<file path="src/rtl/dtw_ref_mem_ctrl_pkg.sv">
// -----------------------------------------------------------------------------
// dtw_ref_mem_ctrl_pkg
// Shared definitions for the DTW reference memory controller: default
// parameter values and the controller FSM state encoding.
// No ports (package).
// -----------------------------------------------------------------------------
package dtw_ref_mem_ctrl_pkg;

    localparam int DEF_WIDTH   = 16;  // reference sample width
    localparam int DEF_PTR_WID = 18;  // reference memory address width

    typedef enum logic [1:0] {
        ST_IDLE = 2'd0,
        ST_LOAD = 2'd1,
        ST_READ = 2'd2
    } state_t;

endpackage

</file>
<file path="src/rtl/dtw_ref_rd_fifo.sv">
// -----------------------------------------------------------------------------
// dtw_ref_rd_fifo
// Two-entry FIFO with valid/ready on both sides. Buffers memory read data so
// the read stream can stall without losing samples.
// Ports:
//   clk, rst_n            clock, asynchronous active-low reset
//   s_data/s_valid/s_ready write side
//   m_data/m_valid/m_ready read side (m_data is the head entry, stable while
//                          m_valid=1 and m_ready=0)
// -----------------------------------------------------------------------------
module dtw_ref_rd_fifo #(
    parameter int W = 17
) (
    input  logic         clk,
    input  logic         rst_n,
    input  logic [W-1:0] s_data,
    input  logic         s_valid,
    output logic         s_ready,
    output logic [W-1:0] m_data,
    output logic         m_valid,
    input  logic         m_ready
);

    logic [W-1:0] entry [2];
    logic         wr_ptr;
    logic         rd_ptr;
    logic [1:0]   count;
    logic         push;
    logic         pop;

    assign s_ready = (count != 2'd2);
    assign m_valid = (count != 2'd0);
    assign m_data  = entry[rd_ptr];
    assign push    = s_valid && s_ready;
    assign pop     = m_valid && m_ready;

    always_ff @(posedge clk or negedge rst_n) begin
        if (!rst_n) begin
            // NOTE: storage is reset too, so m_data reads 0 while in reset.
            for (int i = 0; i < 2; i++) entry[i] <= '0;
            wr_ptr <= 1'b0;
            rd_ptr <= 1'b0;
            count  <= 2'd0;
        end else begin
            if (push) begin
                entry[wr_ptr] <= s_data;
                wr_ptr        <= ~wr_ptr;
            end
            if (pop) rd_ptr <= ~rd_ptr;
            count <= count + {1'b0, push} - {1'b0, pop};
        end
    end

endmodule

</file>
<file path="src/rtl/dtw_ref_mem_ctrl.sv">
// -----------------------------------------------------------------------------
// dtw_ref_mem_ctrl
// Loads a reference sequence from a valid/ready stream into an external
// dual-port memory (port A write, port B read-only, 1-cycle read latency)
// and streams it back out on request with full throughput.
// Ports:
//   clk, rst_n                      clock, asynchronous active-low reset
//   load_start, rd_start, ref_len   operation requests; ref_len sampled on load
//   s_data/s_valid/s_ready          load stream
//   m_data/m_valid/m_ready/m_last   read stream
//   mem_wen_a/mem_addr_a/mem_din_a  memory write port
//   mem_addr_b/mem_dout_b           memory read port
//   busy, ref_loaded, loaded_len    status
//   done, err                       one-cycle completion / rejection pulses
// -----------------------------------------------------------------------------
module dtw_ref_mem_ctrl
    import dtw_ref_mem_ctrl_pkg::*;
#(
    parameter int WIDTH   = DEF_WIDTH,
    parameter int PTR_WID = DEF_PTR_WID
) (
    input  logic               clk,
    input  logic               rst_n,
    input  logic               load_start,
    input  logic               rd_start,
    input  logic [PTR_WID:0]   ref_len,
    input  logic [WIDTH-1:0]   s_data,
    input  logic               s_valid,
    output logic               s_ready,
    output logic [WIDTH-1:0]   m_data,
    output logic               m_valid,
    input  logic               m_ready,
    output logic               m_last,
    output logic               mem_wen_a,
    output logic [PTR_WID-1:0] mem_addr_a,
    output logic [WIDTH-1:0]   mem_din_a,
    output logic [PTR_WID-1:0] mem_addr_b,
    input  logic [WIDTH-1:0]   mem_dout_b,
    output logic               busy,
    output logic               ref_loaded,
    output logic [PTR_WID:0]   loaded_len,
    output logic               done,
    output logic               err
);

    localparam logic [PTR_WID:0] ONE     = {{PTR_WID{1'b0}}, 1'b1};
    localparam logic [PTR_WID:0] MAX_LEN = {1'b1, {PTR_WID{1'b0}}};

    state_t           state, state_nxt;
    // Counters are one bit wider than the address so a full-depth
    // reference (2^PTR_WID samples) still reaches its end count.
    logic [PTR_WID:0] wr_ptr;
    logic [PTR_WID:0] tgt_len;
    logic [PTR_WID:0] rd_addr;
    logic             rd_pend;    // port-B read issued last cycle
    logic             pend_last;  // that read was the final sample

    logic             len_ok, load_go, rd_go, start_bad;
    logic             beat, load_end, read_end, pop, issue;
    logic [1:0]       occ_hold;
    logic [2:0]       occ;

    logic             f_in_ready, f_out_valid;
    logic [WIDTH:0]   f_out_data;

    assign len_ok    = (ref_len != '0) && (ref_len <= MAX_LEN);
    // Load has priority; a simultaneous rd_start is simply dropped.
    assign load_go   = (state == ST_IDLE) && load_start && len_ok;
    assign rd_go     = (state == ST_IDLE) && !load_start && rd_start && ref_loaded;
    assign start_bad = (state == ST_IDLE) &&
                       ((load_start && !len_ok) || (!load_start && rd_start && !ref_loaded));

    assign beat      = (state == ST_LOAD) && s_valid;
    assign load_end  = beat && (wr_ptr == tgt_len - ONE);

    assign pop       = f_out_valid && m_ready;
    assign read_end  = pop && f_out_data[WIDTH];

    // Credit check: FIFO entries that survive this cycle plus the read in
    // flight must leave room for the read issued now. Counting the current
    // pop as freed space is what keeps the stream bubble-free at m_ready=1.
    assign occ_hold  = !f_in_ready ? 2'd2 : (f_out_valid ? 2'd1 : 2'd0);
    assign occ       = {1'b0, occ_hold} + {2'b0, rd_pend} - {2'b0, pop};
    assign issue     = (state == ST_READ) && (rd_addr != loaded_len) && (occ < 3'd2);

    always_comb begin
        // NOTE: every output gets a default first so no latch is inferred.
        state_nxt  = state;
        busy       = (state != ST_IDLE);
        s_ready    = (state == ST_LOAD);
        mem_wen_a  = beat;
        mem_addr_a = wr_ptr[PTR_WID-1:0];
        mem_din_a  = beat ? s_data : '0;
        mem_addr_b = rd_addr[PTR_WID-1:0];
        unique case (state)
            ST_IDLE: begin
                if (load_go)    state_nxt = ST_LOAD;
                else if (rd_go) state_nxt = ST_READ;
            end
            ST_LOAD: if (load_end) state_nxt = ST_IDLE;
            ST_READ: if (read_end) state_nxt = ST_IDLE;
            default: state_nxt = ST_IDLE;
        endcase
    end

    always_ff @(posedge clk or negedge rst_n) begin
        if (!rst_n) begin
            state      <= ST_IDLE;
            wr_ptr     <= '0;
            tgt_len    <= '0;
            rd_addr    <= '0;
            rd_pend    <= 1'b0;
            pend_last  <= 1'b0;
            ref_loaded <= 1'b0;
            loaded_len <= '0;
            done       <= 1'b0;
            err        <= 1'b0;
        end else begin
            // NOTE: non-blocking assignments so every register samples
            // pre-edge values regardless of statement order.
            state     <= state_nxt;
            done      <= load_end || read_end;
            err       <= start_bad;
            rd_pend   <= issue;
            pend_last <= issue && (rd_addr == loaded_len - ONE);

            if (load_go) begin
                wr_ptr     <= '0;
                tgt_len    <= ref_len;
                ref_loaded <= 1'b0;
            end else if (beat) begin
                wr_ptr <= wr_ptr + ONE;
            end

            if (load_end) begin
                ref_loaded <= 1'b1;
                loaded_len <= tgt_len;
            end

            if (rd_go)      rd_addr <= '0;
            else if (issue) rd_addr <= rd_addr + ONE;
        end
    end

    dtw_ref_rd_fifo #(.W(WIDTH + 1)) u_rd_fifo (
        .clk     (clk),
        .rst_n   (rst_n),
        .s_data  ({pend_last, mem_dout_b}),
        .s_valid (rd_pend),
        .s_ready (f_in_ready),
        .m_data  (f_out_data),
        .m_valid (f_out_valid),
        .m_ready (m_ready)
    );

    assign m_data  = f_out_data[WIDTH-1:0];
    assign m_valid = f_out_valid;
    assign m_last  = f_out_valid && f_out_data[WIDTH];

endmodule

</file>
<file path="config.mk">
export PLATFORM = sky130hd
export DESIGN_NAME = dtw_ref_mem_ctrl
export DESIGN_NICKNAME = d
export VERILOG_FILES = /design/src/rtl/dtw_ref_mem_ctrl_pkg.sv /design/src/rtl/dtw_ref_rd_fifo.sv /design/src/rtl/dtw_ref_mem_ctrl.sv
export SDC_FILE = /design/constraint.sdc
export NUM_CORES = 1
export LEC_CHECK = 0
export BUFFER_PORTS_ARGS = -buffer_cell sky130_fd_sc_hd__clkbuf_2
export CORE_MARGIN = 8
export CORE_UTILIZATION = 25
export CTS_CLUSTER_SIZE = 28
export DETAILED_ROUTE_END_ITERATION = 8
export GPL_TIMING_DRIVEN = 0
export PLACE_DENSITY = 0.44
export SYNTH_ARGS = -nofsm -noshare
export SYNTH_HDL_FRONTEND = slang
export SYNTH_SLANG_ARGS = --single-unit
</file>
<file path="constraint.sdc">
create_clock -name clk -period 3 [get_ports clk]
set_clock_uncertainty 0.2 [all_clocks]
set_input_delay 0.3 -clock clk [delete_from_list [all_inputs] [get_ports clk]]
set_output_delay 0.3 -clock clk [all_outputs]
set_load 0.01 [all_outputs]
</file>
# Word level (Yosys, flattened, before mapping)
# Cells that the tools add are included.
# op_classes
bitwise_logic	4
n_reduce_logical	33
order_cmp	5
muxes	20
n_eq_ne	9
addsub	8
# op_table
cell	n
two-way mux 19 bit	4
two-way mux 17 bit	4
adder 19 x 1 -> 19 bit, second input constant	2
== test 19 bit	2
subtractor 19 x 1 -> 19 bit, second input constant	2
bitwise mux 34 bit	1
logical AND 1 bit	20
<= comparator 19 bit, second input constant	1
inequality test 19 bit	1
nonzero test 19 bit	1
demux 17 bit (select 1 bit)	1
two-way mux 16 bit	1
two-way mux 2 bit	5
nonzero test 2 bit	5
case mux 2 bit (3 select lines)	1
>= comparator 2 bit, second input constant	2
inequality test 2 bit, second input constant	2
NOT 1 -> 2 bit	2
adder 2 x 1 -> 3 bit	1
zero test 1 bit	3
< comparator 3 x 2 -> 1 bit, second input constant	1
two-way mux 1 bit	3
inequality test 3 bit, second input constant	1
AND reduction 3 bit	1
10 further kinds	12
# totals
word_cells	94
regBits	121
out_inout_bits	95

# Depth between registers and ports, before layout
# logic_depth
ltp_word	9
ltp_mapped	13
mapped_depth_nobuf	12

# By module
# From an unflattened synthesis, not the netlist that was laid out.
# unflattened
hier_cells	736
area_unflattened_um2	7292.0
# by_module_without_submodules
module	cells_per_inst	area_per_inst_um2	instances
dtw_ref_mem_ctrl	628	5510.3	1
dtw_ref_rd_fifo	108	1781.7	1

# Least setup slack after synthesis
# OpenSTA, ideal clock, no wires.
# synth_timing
path_type	reg-to-reg
startpoint	register tgt_len[8]
endpoint	register loaded_len[5]
slack_ns	-0.175
n_path_buf	2
arrival_ns	2.847
synth_period_minus_slack_ns	3.175
stages_incl_launch_ff	10
setup_time_ns	0.128
path_cell_list	dfrtp_1 > clkbuf_1 > or4_1 > or3_1 > nor3_1 > xnor2_1 > nand4_1 > nor4_4 > buf_6 > mux2_1
# synth_via
elab_chain_len	3
# synth_lines
item	line_no	rtl
start, declared	dtw_ref_mem_ctrl.sv:53	logic [PTR_WID:0] tgt_len;
start signal, assigned	dtw_ref_mem_ctrl.sv:129	tgt_len <= ref_len;
subtractor 19 x 1 -> 19 bit	dtw_ref_mem_ctrl.sv:74	assign load_end = beat && (wr_ptr == tgt_len - ONE);
== test 19 bit	dtw_ref_mem_ctrl.sv:74	
logical AND 1 bit	dtw_ref_mem_ctrl.sv:74	
end signal, assigned	dtw_ref_mem_ctrl.sv:137	loaded_len <= tgt_len;
end, declared	dtw_ref_mem_ctrl.sv:41	output logic [PTR_WID:0] loaded_len,
# No other way between the ends.
# A chain may end at the register's enable or synchronous reset.

# Worst setup path in the final report
# layout_timing
startpoint	register tgt_len[11]
endpoint	register loaded_len[7]
# Same word-level chain as after synthesis.

==> metrics.md <==
| Metric | Value |
|---|---|
| Fin crit period | roughly 3.1 ns |
| Highest attainable clock frequency | 326 MHz |
| Synthesized cell area | 7010 um2 |
| Die area | around 34000 um2 |
| Post-synthesis instance total | 708 |
| CTS sink cnt | 121 |
| Hold Fails Final Rpt | 0 |
| Starting Density | 25.3% |
| Internal power | ~3.4 mW |
| Wire length reported by the detailed router | between 20000 and 25000 um |
| Number of antenna violations at the first check in global routing | 1 |
| Register area share after synthesis | 43.2% |
| Synthesized Nets | 773 |
| Violated checks | setup timing |
| Largest net degree at the start of global routing | 64 |
| Power density normalized to cell area | 478 nW/um2 |
| Final critical-path setup slack | -0.0666 ns |
| Area Overhead vs Synth | 42.0% |
| Clock Power Share | 40.0% |
| Antenna-violating nets left | 0 |
| Via count of the first global-routing pass | roughly 6200 |
| Width of the die | 183 um |
| Max-cap viol count | 0 |
| Data arrival time of the critical path | roughly 3.2 ns |
| Period utilization | 102% |
| CTS buffer count | 17 |
| Maximum fanout along the worst path | 6 |
| Detailed placement HPWL | between 15000 and 20000 um |
| Clock Latency Late Sink | 0.41 ns |
| Count of port buffers added during placement | 151 |
| Synthesis-stage register bit count | 121 |
| Final design utilization | 35.9% |
| Layout Cell Area excl Fill | 9960 um2 |
| Routed length per instance | 15.8 um |
| Reported leakage power | between 4 and 5 nW |
| Max-slew violation total from the final report | 0 |
| Core area | 27700 um2 |
| Fraction of power spent switching nets | 28.9% |
| Critical Path Start Type | flop |
| Drt drc | 0 |
| Worst setup path category | flop to flop |
| Cell Area, Placed | 8380 um2 |
| Number of enable-type register cells in the synthesized netlist | 0 |
| Final RePlAce weighted congestion | 0.773 |
| Ratio of cells with drive above 1 in the final layout | approximately two fifths |
| Sequential cell fraction of total power | a little under two fifths |
| Worst ir drop on vdd | 333 uV |
| Design Power | about 4.8 mW |
| Clock input transition at the sequential cells of the worst setup and hold paths | 0.06 ns |
| Count of final setup violators | 22 |
| Gr usage total | between 10% and 20% |
| Setup repair after global routing missed its margin | yes |
| IO Pins | 152 |
| Yosys warning count | 0 |
| CTS tree | yes |
| Sum of overflow across all layers after global routing | 0 |
| Kind of path behind the tightest hold check | input port to flop |
| Crit path required time | roughly 3.1 ns |
| Drt first-iter violations | roughly 240 |
| Hold WS | 0.103 ns |
| Max clock buf depth | 2 |
| Via count normalized by instance count | 4.38 |
| Number of nets in the final layout | 1017 |
| Measured slew at the worst slew-check pin | between 0.8 and 0.9 ns |
| Remaining max-slew budget at the tightest pin | 40.2% |
| Drt first pass iters | 4 |
| Worst setup timing slack at the placement stage | -0.538 ns |
| Number of distinct standard cells referenced by the synthesized netlist | 57 |
| Crit path capture type | flop |
| Total number of H-tree levels | 4 |
| Post-synthesis average cell area | 9.91 um2 |
| Top flip-flop cell by instance count after synthesis | dfrtp_1 |
| Number of cell rows | 61 |
| Clock tree root driver cell | clkbuf_16 |
| Logic gate share of total power | 22.1% |
| Vias after detailed routing | 5889 |
| Power dissipated by switching net loads | 1.37 mW |
| Global-route wire length before repair | about 34000 um |
| Die Span Y | around 180 um |
| Result of the run | complete, but fails checks |
| Post-synth ARST share | between 90% and 100% |
critical path, cell delays in order, from the launching register on:
cell and delay, ns:
dfrtp_1 0.41, or4_4 0.56, buf_6 0.15, nor4b_4 0.35, nand2_1 0.09, a31oi_1 0.21
a31oi_2 0.08, nor4_4 0.29, buf_6 0.17, buf_8 0.13, mux2_4 0.30
layout by cell type (no fill, tap or decap), drive strengths merged, types with 6 or more instances in the layout:
cell and instances:
xnor2 58, nand3 15, inv 20, and3 22, nor3 20, dlygate4sd3 39, nand2 82, o21ai 17
xor2 40, clkinv 6, or4 8, a21oi 11, nor2 57, ha 8, mux2 69, nand4 13
clkbuf 186, or3 10, dfrtp 121, buf 86, nor4 14
state kept, by name (all words and copies together) (netlist names), 2 cells and up:
register	flops
loaded_len	19
wr_ptr	19
u_rd_fifo.count	2
u_rd_fifo.entry	34
rd_addr	19
state	2
tgt_len	19
per-layer routing:
layer / part of all wire (%) / global-route usage [%] / up-vias
li1: - / - / 2904
met1: 46 / 16.6 / 2809
met2: 47 / 20.5 / 152
met4: 1.9 / 4.88 / 0
met3: 4.4 / 2.92 / 24
met5: 0 / 0 / -
synth_stat cells, types with 2 or more instances:
| cell type | instances | share of area, % |
|---|---|---|
| a21o_1 | 3 | 0.32 |
| or3_1 | 10 | 0.89 |
| nand2b_1 | 5 | 0.45 |
| nor4_1 | 11 | 0.98 |
| o21ai_0 | 14 | 1.0 |
| and2_1 | 3 | 0.27 |
| ha_1 | 8 | 1.4 |
| nand3_1 | 15 | 1.1 |
| and3_1 | 22 | 2.0 |
| clkbuf_1 | 25 | 1.3 |
| mux2_1 | 17 | 2.7 |
| mux2_2 | 52 | 8.3 |
| inv_1 | 18 | 0.96 |
| o21ai_1 | 3 | 0.21 |
| or4_1 | 6 | 0.64 |
| buf_6 | 3 | 0.48 |
| a21oi_1 | 11 | 0.78 |
| a31oi_1 | 5 | 0.45 |
| dfrtp_1 | 121 | 43 |
| a22oi_1 | 2 | 0.21 |
| nor2b_1 | 2 | 0.18 |
| buf_2 | 2 | 0.14 |
| xor2_1 | 40 | 5.0 |
| o211ai_1 | 4 | 0.43 |
| mux2i_1 | 4 | 0.57 |
| nor4_2 | 2 | 0.36 |
| or4_4 | 2 | 0.32 |
| or2_2 | 2 | 0.18 |
| nand4_1 | 13 | 1.2 |
| buf_4 | 36 | 3.9 |
| nor2_1 | 57 | 3.1 |
| xnor2_1 | 58 | 7.2 |
| and4_1 | 3 | 0.37 |
| nor3_1 | 19 | 1.4 |
| nand2_1 | 82 | 4.4 |
| o41ai_1 | 3 | 0.37 |
| nand3b_1 | 5 | 0.54 |
kinds of logic after synthesis:
family / synth area share (%)
flops: 43.2
xor+xnor: 12.2
mux: 11.7
buf+inv: 6.83
simple gates: 19.5
fa+ha+maj: 1.43
compound gates: 5.14
layout make-up:
| class | instances | area, um2 |
|---|---|---|
| Tap cell | 378 | 473 |
| Clock inverter | 13 | 96.3 |
| Clock buffer | 19 | 453 |
| Inverter | 18 | 67.6 |
| Sequential cell | 121 | 3040 |
| Timing Repair Buffer | 234 | 1560 |
| Fill cell | 2851 | 17700 |
| Antenna cell | 1 | 2.50 |
| Buffer | 58 | 412 |
| Multi-Input combinational cell | 502 | 3850 |
stage by stage:
stage / instances / TNS, ns
2_1_floorplan: 708 / -0.297
3_3_place_gp: 1237 / -100.85
3_5_place_dp: 1238 / -14.09
4_1_cts: 1343 / -0.840
5_1_grt: 1344 / -3.71
6_report: 1344 / -1.13
final timing paths:
| check | end | start | slack [ns] | cells after the start |
|---|---|---|---|---|
| max | loaded_len[7] | tgt_len[11] | -0.07 | 10 |
| min in group asynchronous | rd_addr[14] | rst_n | 0.21 | 2 |
| min reg2reg | u_rd_fifo.entry[9] | u_rd_fifo.entry[9] | 0.30 | 1 |
| max reg2reg | loaded_len[7] | tgt_len[11] | -0.07 | 10 |
| min | state[1] | load_start | 0.10 | 4 |
| max in group asynchronous | tgt_len[7] | rst_n | 1.69 | 3 |
power by group through the flow:
stage / sequential (mW) / combinational (mW) / clock (mW)
after floorplan: 1.81 / 0.528 / 0
after global routing: 1.82 / 1.17 / 2.03
after CTS: 1.81 / 1.02 / 1.98
after detailed placement: 1.84 / 0.826 / 0
after global placement: 1.84 / 0.813 / 0
final: 1.81 / 1.05 / 1.90
repair_timing:
item                                    CTS  global route
pin swaps                                18            30
hold buffers                             39             0
hold endpoints to repair                111             0
gates cloned                              2             0
resized for setup                        42            51
endpoints found under the setup margin   41            81
setup buffers                            37             5
Power figures use the tool's default switching activity.
